==> src/rtl/serial_add_ctrl_pkg.sv <==
// Shared types and constants for the serial 2-bit-slice adder controller.
package serial_add_ctrl_pkg;

  localparam int DEFAULT_WIDTH = 16;

  typedef enum logic [1:0] {
    IDLE = 2'd0,
    RUN  = 2'd1,
    DONE = 2'd2
  } state_e;

  // Width of the slice index; kept at least 1 bit so WIDTH=2 still elaborates.
  function automatic int idx_width(input int width);
    return (width > 2) ? $clog2(width / 2) : 1;
  endfunction

endpackage

==> src/rtl/serial_add_ctrl_add2_slice.sv <==
// Combinational 2-bit adder slice: {co, s} = a + b + ci.
module add2_slice (
  input  logic [1:0] a,
  input  logic [1:0] b,
  input  logic       ci,
  output logic [1:0] s,
  output logic       co
);

  logic [2:0] total;

  assign total = {1'b0, a} + {1'b0, b} + {2'b00, ci};
  assign s     = total[1:0];
  assign co    = total[2];

endmodule

==> src/rtl/serial_add_ctrl.sv <==
// Adds two WIDTH-bit operands plus carry-in by stepping one 2-bit slice over
// WIDTH/2 cycles, LSB pair first, behind a valid/ready request/response pair.
module serial_add_ctrl
  import serial_add_ctrl_pkg::*;
#(
  parameter int WIDTH = DEFAULT_WIDTH
) (
  input  logic             clk,
  input  logic             rst_n,
  input  logic             in_valid,
  output logic             in_ready,
  input  logic [WIDTH-1:0] a,
  input  logic [WIDTH-1:0] b,
  input  logic             cin,
  output logic             out_valid,
  input  logic             out_ready,
  output logic [WIDTH-1:0] sum,
  output logic             cout,
  output logic             busy,
  output state_e           dbg_state_o
);

  // Handshake: a request transfers on a rising edge where in_valid && in_ready,
  // a result transfers where out_valid && out_ready; neither side may retract
  // a raised valid before its transfer, and ready never depends on valid.

  localparam int              NSL    = WIDTH / 2;
  localparam int              KW     = idx_width(WIDTH);
  localparam logic [KW-1:0]   K_LAST = KW'(NSL - 1);

  state_e           state_q, state_d;
  logic [WIDTH-1:0] a_q, a_d;
  logic [WIDTH-1:0] b_q, b_d;
  logic [WIDTH-1:0] sum_q, sum_d;
  logic             carry_q, carry_d;
  logic             cout_q, cout_d;
  logic [KW-1:0]    k_q, k_d;

  logic [1:0]       slice_a, slice_b, slice_s;
  logic             slice_co;
  logic             last_slice;

  assign slice_a    = a_q[{k_q, 1'b0} +: 2];
  assign slice_b    = b_q[{k_q, 1'b0} +: 2];
  assign last_slice = (k_q == K_LAST);

  add2_slice u_slice (
    .a  (slice_a),
    .b  (slice_b),
    .ci (carry_q),
    .s  (slice_s),
    .co (slice_co)
  );

  // FSM state register.
  always_ff @(posedge clk or negedge rst_n) begin
    if (!rst_n) begin
      state_q <= IDLE;
    end else begin
      state_q <= state_d;
    end
  end

  // FSM next-state logic.
  always_comb begin
    state_d = state_q;
    unique case (state_q)
      IDLE:    if (in_valid)   state_d = RUN;
      RUN:     if (last_slice) state_d = DONE;
      DONE:    if (out_ready)  state_d = IDLE;
      default: state_d = IDLE;
    endcase
  end

  // FSM outputs, decoded from the registered state only.
  always_comb begin
    in_ready    = 1'b0;
    out_valid   = 1'b0;
    busy        = 1'b0;
    dbg_state_o = state_q;
    unique case (state_q)
      IDLE:    in_ready  = 1'b1;
      RUN:     busy      = 1'b1;
      DONE: begin
        busy      = 1'b1;
        out_valid = 1'b1;
      end
      default: in_ready  = 1'b1;
    endcase
  end

  // Datapath next-state: operands latch only on acceptance, sum only in RUN.
  always_comb begin
    a_d     = a_q;
    b_d     = b_q;
    sum_d   = sum_q;
    carry_d = carry_q;
    cout_d  = cout_q;
    k_d     = k_q;
    if (state_q == IDLE && in_valid) begin
      a_d     = a;
      b_d     = b;
      carry_d = cin;
      k_d     = '0;
    end else if (state_q == RUN) begin
      sum_d[{k_q, 1'b0} +: 2] = slice_s;
      carry_d                 = slice_co;
      if (last_slice) begin
        cout_d = slice_co;
      end else begin
        k_d = k_q + 1'b1;
      end
    end
  end

  always_ff @(posedge clk or negedge rst_n) begin
    if (!rst_n) begin
      a_q     <= '0;
      b_q     <= '0;
      sum_q   <= '0;
      carry_q <= 1'b0;
      cout_q  <= 1'b0;
      k_q     <= '0;
    end else begin
      a_q     <= a_d;
      b_q     <= b_d;
      sum_q   <= sum_d;
      carry_q <= carry_d;
      cout_q  <= cout_d;
      k_q     <= k_d;
    end
  end

  assign sum  = sum_q;
  assign cout = cout_q;

endmodule

==> config.mk <==
export PLATFORM = sky130hd
export DESIGN_NAME = serial_add_ctrl
export DESIGN_NICKNAME = d
export VERILOG_FILES = /design/src/rtl/serial_add_ctrl_pkg.sv /design/src/rtl/serial_add_ctrl_add2_slice.sv /design/src/rtl/serial_add_ctrl.sv
export SDC_FILE = /design/constraint.sdc
export NUM_CORES = 1
export LEC_CHECK = 0
export BUFFER_PORTS_ARGS = -buffer_cell sky130_fd_sc_hd__buf_2
export CORE_MARGIN = 4
export CORE_UTILIZATION = 27
export DETAILED_ROUTE_END_ITERATION = 10
export PLACE_DENSITY_LB_ADDON = 0.2
export SLEW_MARGIN = 25
export SYNTH_ARGS = -nofsm -noshare
export SYNTH_HDL_FRONTEND = slang
export SYNTH_SLANG_ARGS = --single-unit
==> constraint.sdc <==
create_clock -name clk -period 3 [get_ports clk]
set_clock_uncertainty 0.2 [all_clocks]
set_input_delay 0.45 -clock clk [delete_from_list [all_inputs] [get_ports clk]]
set_output_delay 0.45 -clock clk [all_outputs]
set_load 0.01 [all_outputs]
== Yosys cells after proc, flatten, opt, wreduce, memory -nomap -nowiden ==
Index checks and enable logic that the tools add are counted.

* Input bits: 37
* Register bits after elaboration: 55

* $add $sub $neg: 4
* Bitwise gates (word level): 1
* Eq/ne operators: 7
* Shift-type cells: 4
* Reduce and logical (&&, ||, !) cells: 8
* Muxes and demuxes: 13

{| class="wikitable"
|+ Operators by type and width
! operator !! number
|-
| 16-bit by 5-bit variable part select with 2-bit output || 2
|-
| 16-bit bitwise mux || 1
|-
| 2-bit by 6-bit variable shift with 16-bit output, first input constant || 1
|-
| 2-bit by 6-bit variable part select with 16-bit output || 1
|-
| 3-bit 2-to-1 mux || 3
|-
| 2-bit 2-to-1 mux || 3
|-
| 2-bit != test, second input constant || 3
|-
| 4-bit negation with 6-bit output || 1
|-
| 2-bit case mux with 3 select lines || 1
|-
| 3-bit AND reduction || 2
|-
| 1-bit 2-to-1 mux || 5
|-
| 2-bit AND reduction || 2
|-
| 2-bit by 2-bit adder with 3-bit output || 1
|-
| 3-bit by 1-bit adder with 3-bit output || 1
|-
| 3-bit by 1-bit adder with 3-bit output, second input constant || 1
|-
| 3-bit == test, second input constant || 1
|-
| 2-bit by 1-bit == test with 1-bit output, second input constant || 1
|-
| 2-bit == test, second input constant || 1
|-
| 2-bit logical NOT || 1
|-
| 2-bit by 1-bit != test with 1-bit output, second input constant || 1
|-
| 2-bit nonzero test || 1
|-
| 2-bit OR reduction || 1
|-
| 1-bit logical AND || 1
|-
| 1-bit inverter || 1
|}

== Longest topological paths before layout ==
* Depth in word-level cells: 5
* Gate-level depth with buffers: 10
* Mapped depth without buffers: 8

== By module ==
Synthesis repeated with hierarchy kept, for this count alone.

* Cells, all modules: 196
* Area, all modules: 2711.4 µm²

{| class="wikitable"
|+ By module, submodules not included
! module !! area an instance (µm²) !! instances !! cells an instance
|-
| serial_add_ctrl || 2641.3 || 1 || 186
|-
| add2_slice || 70.1 || 1 || 10
|}

== Worst setup path before layout ==
No wires, ideal clock.

* Path kind: register -> register
* Start point: reg k_q[0]
* End point: reg sum_q[15], in the netlist sum[15]
* Arrival: 2.593 ns
* Period minus slack after synthesis: 2.917 ns
* Cell stages (with the launch flop): 10
* Library setup time: 0.125 ns
* Required time: 2.675 ns
* Setup slack: 0.083 ns
* Cell sequence: dfrtp_1 buf_6 buf_6 mux4_2 nand2_1 nand2_1 fa_1 fa_1 nor3b_1 mux2_2

* Longest elaborated chain between the ends: 5

{| class="wikitable"
|+ Ends and longest elaborated chain
! element !! RTL line !! source
|-
| from (decl) || serial_add_ctrl.sv:37 || <nowiki>logic [KW-1:0] k_q, k_d;</nowiki>
|-
| from (signal assigned) || serial_add_ctrl.sv:130 || <nowiki>k_q <= k_d;</nowiki>
|-
| 16-bit by 5-bit variable part select with 2-bit output, on equally long branches || serial_add_ctrl.sv:43, serial_add_ctrl.sv:44 ||
|-
| 2-bit by 2-bit adder with 3-bit output || serial_add_ctrl_add2_slice.sv:12 || <nowiki>assign total = {1'b0, a} + {1'b0, b} + {2'b00, ci};</nowiki>
|-
| 3-bit by 1-bit adder with 3-bit output || serial_add_ctrl_add2_slice.sv:12 ||
|-
| 2-bit by 6-bit variable part select with 16-bit output || serial_add_ctrl.sv:106 || <nowiki>sum_d[{k_q, 1'b0} +: 2] = slice_s;</nowiki>
|-
| 16-bit bitwise mux (*) || serial_add_ctrl.sv:106 ||
|-
| to (signal assigned) || serial_add_ctrl.sv:127 || <nowiki>sum_q <= sum_d;</nowiki>
|-
| to (decl) || serial_add_ctrl.sv:34 || <nowiki>logic [WIDTH-1:0] sum_q, sum_d;</nowiki>
|}

Every way passes the cells marked *; elsewhere a longest branch is shown, timed or not.
A chain may end at the register's enable or synchronous reset.

== Final worst setup path ==
* Start point: reg k_q[0]
* End point: reg sum_q[11], in the netlist sum[11]

The elaborated chain is that of the path after synthesis.

==> flow_metrics.tcl <==
set metrics [dict create \
    synthTopCellsByArea "dfrtp_1 51%, mux2_2 21%, mux4_2 6.7%" \
    r2r-end "sum[11]$_DFFE_PN0P_" \
    whs_ps 43.3 \
    synth_fp_nets 242 \
    fin_nets 304 \
    r2r_cells 8 \
    synth_edf_count 0 \
    fp.dieH_um 108 \
    placed_cell_area_um2 3130 \
    grt_pass1_wl_um 9690 \
    rsz0062_at_grt "true" \
    syn_to_final_growth_pct 20.1 \
    relSlewSlack_pct 51.8 \
    routabilityCongestion 0.754 \
    rr_startpoint "k_q[0]$_DFFE_PN0P_" \
    fill_cells 1034 \
    core_area_um2 9730 \
    firstDrtPassIters 4 \
    status "completed" \
    clock_path_buffers 2 \
    clk_pin_slew_ps 100 \
    synth_area_um2 2690 \
    ys_seq_area_share_pct 51.1 \
    numPortBuffers 58 \
    r2r_setup_slack_ps 210 \
    die_area_um2 11600 \
    initial_utilization_pct 27.7 \
    ff_latch_area_um2 1380 \
    syn_area_per_cell_um2 14.0 \
    design_area_um2 3240 \
    ir_drop_v 0.000394 \
    ys_ff_latch 55 \
    grt_max_degree 56 \
    power_mw 3.36 \
    grt-ovfl-total 0 \
    synth_flop_cell "dfrtp_1" \
    setup_viol 0 \
    maxCapViolations 0 \
    row_count 36 \
    synthArstFlopShare_pct 100 \
    drive_gt1_share_pct 54.1 \
    cts_hold_buf 0 \
    num_vias 1675 \
    synthCells 192 \
    critPathKind "reg2reg" \
    path_max_fanout 6 \
    post-route-period-util_pct 93.0 \
    viasPerCell 4.32 \
    required_ps 3060 \
    multi_input_area_um2 1240 \
    ant_nets 0 \
    antenna_found_initial 0 \
    synth_top_area_share_pct 51.1 \
    first_global_vias 1857 \
    drc 0 \
    drtIter0Drc 56 \
    pin_count 59 \
    worstMarginPinSlew_ps 723 \
    synth_warnings 0 \
    ctsHtreeMaxLevel 2 \
    crit_path_start_kind "flop" \
    cts_tree "done" \
    max_freq_mhz 359 \
    hold_violations 0 \
    post-place-ws_ps 59.0 \
    routedWlPerCell_um 14.6 \
    clock_sinks 55 \
    yosysTopAreaCell "dfrtp_1" \
    power_density_nw_per_um2 1040 \
    crit_arrival_ps 2850 \
    antenna_cells 0 \
    root_buffer "clkbuf_8" \
    cts_made_buffers 5 \
    clkLatencyLatePin_ps 310 \
    yosysUniqueCellTypes 26 \
    track_usage_pct 10.6 \
    chipWidth_um 108 \
    maxSlewViolCount 0 \
    hpwlAfterDp_um 4230 \
    drt_wl_total_um 5670 \
    end_kind "flop" \
    timing.final.crit_period_ps 2790 \
    finalWorstSetupSlack_ps 211 \
    p_leak_nw 1.52 \
    hold_path_class "in2async" \
]
how the worst max path moves through the flow:
stage | to | from | depth (start not counted)
2_1_floorplan | sum[15]$_DFFE_PN0P_ | k_q[0]$_DFFE_PN0P_ | 9
5_1_grt | sum[11]$_DFFE_PN0P_ | k_q[0]$_DFFE_PN0P_ | 8
6_report | sum[11]$_DFFE_PN0P_ | k_q[0]$_DFFE_PN0P_ | 8
3_3_place_gp | sum[5]$_DFFE_PN0P_ | k_q[0]$_DFFE_PN0P_ | 8
4_1_cts | sum[13]$_DFFE_PN0P_ | k_q[0]$_DFFE_PN0P_ | 8
3_5_place_dp | sum[13]$_DFFE_PN0P_ | k_q[0]$_DFFE_PN0P_ | 8
per-layer routing:
layer	GRT usage (%)	share of wire [%]	vias up	wire (um)
met1	13.9	44	831	2510
met5	0	0	-	0
met4	3.52	1.4	0	82
met3	2.52	5.4	7	304
met2	17.3	49	40	2780
li1	-	-	797	-
final cells by class:
type | count | area share, %
well taps | 133 | 5.14
multi-input cells | 121 | 38.3
clock inverters | 1 | 0.271
clock buffers | 7 | 2.67
flip-flops and latches | 55 | 42.6
repair buffers | 63 | 10.1
inverters | 8 | 0.928
state kept, by name, summed over array words and instances (netlist names):
register / cells
b_q: 16
cout: 1
carry_q: 1
a_q: 16
dbg_state_o: 2
sum: 16
k_q: 3
cell usage after synthesis (2+ instances only):
| cell type | instances |
|---|---|
| mux2_2 | 51 |
| inv_1 | 7 |
| a21oi_1 | 4 |
| nor3_1 | 5 |
| buf_6 | 3 |
| nor2_1 | 6 |
| fa_1 | 2 |
| nand2_1 | 19 |
| mux4_2 | 8 |
| nor3b_1 | 2 |
| buf_2 | 4 |
| dfrtp_1 | 55 |
| ha_1 | 11 |
| mux2i_1 | 3 |
metrics by stage:
step                      instances  setup TNS, ps  utilization [%]
after global routing            388         -0.526             33.3
final                           388              0             33.3
after detailed placement        380              0             32.1
after floorplan                 192              0                -
after CTS                       388              0             33.1
after global placement          380              0             32.1
where the power goes:
part	leakage, nW	internal, mW	total [mW]	switching [mW]
registers	0.682	1.07	1.27	0.205
clock network	0.0484	0.190	0.436	0.246
logic	0.786	0.870	1.65	0.777
cells in the final DEF (no fill, tap or decap), drive strengths merged:
cell	n
nor3	6
mux4	8
o31ai	1
dfrtp	55
nor2	6
a21oi	4
clkinv	1
nand3	1
a2111oi	1
buf	63
clkbuf	7
nor4bb	1
nand3b	1
a221oi	1
nor2b	1
inv	8
mux2i	3
nand2b	1
nor3b	2
mux2	51
xnor2	1
fa	2
ha	11
nand2	19
logic make-up (layout without fill, tap and decap cells):
group                    count (synthesis)  in the layout  share of synthesized area [%]
XOR/XNOR                                 1              1                          0.325
adder cells (fa/ha/maj)                 13             13                           6.60
AO/OA/AOI/OAI                            7              7                           2.55
flip-flops                              55             55                           51.1
buffers and inverters                   16             79                           3.39
AND/OR/NAND/NOR                         38             38                           6.92
multiplexers                            62             62                           29.1
worst max-delay path: stages, from the launching register on:
cell,delay (ps)
dfrtp_2,460
mux4_2,530
nand2_1,80
nand2_1,70
fa_1,410
fa_2,580
nand2_1,90
nor2_1,150
mux2_2,170
timing repair:
action,4_1_cts,5_1_grt
buffers inserted,0,0
resized for setup,0,4
setup endpoints to repair,0,6
(Power assumes the default switching activity.)
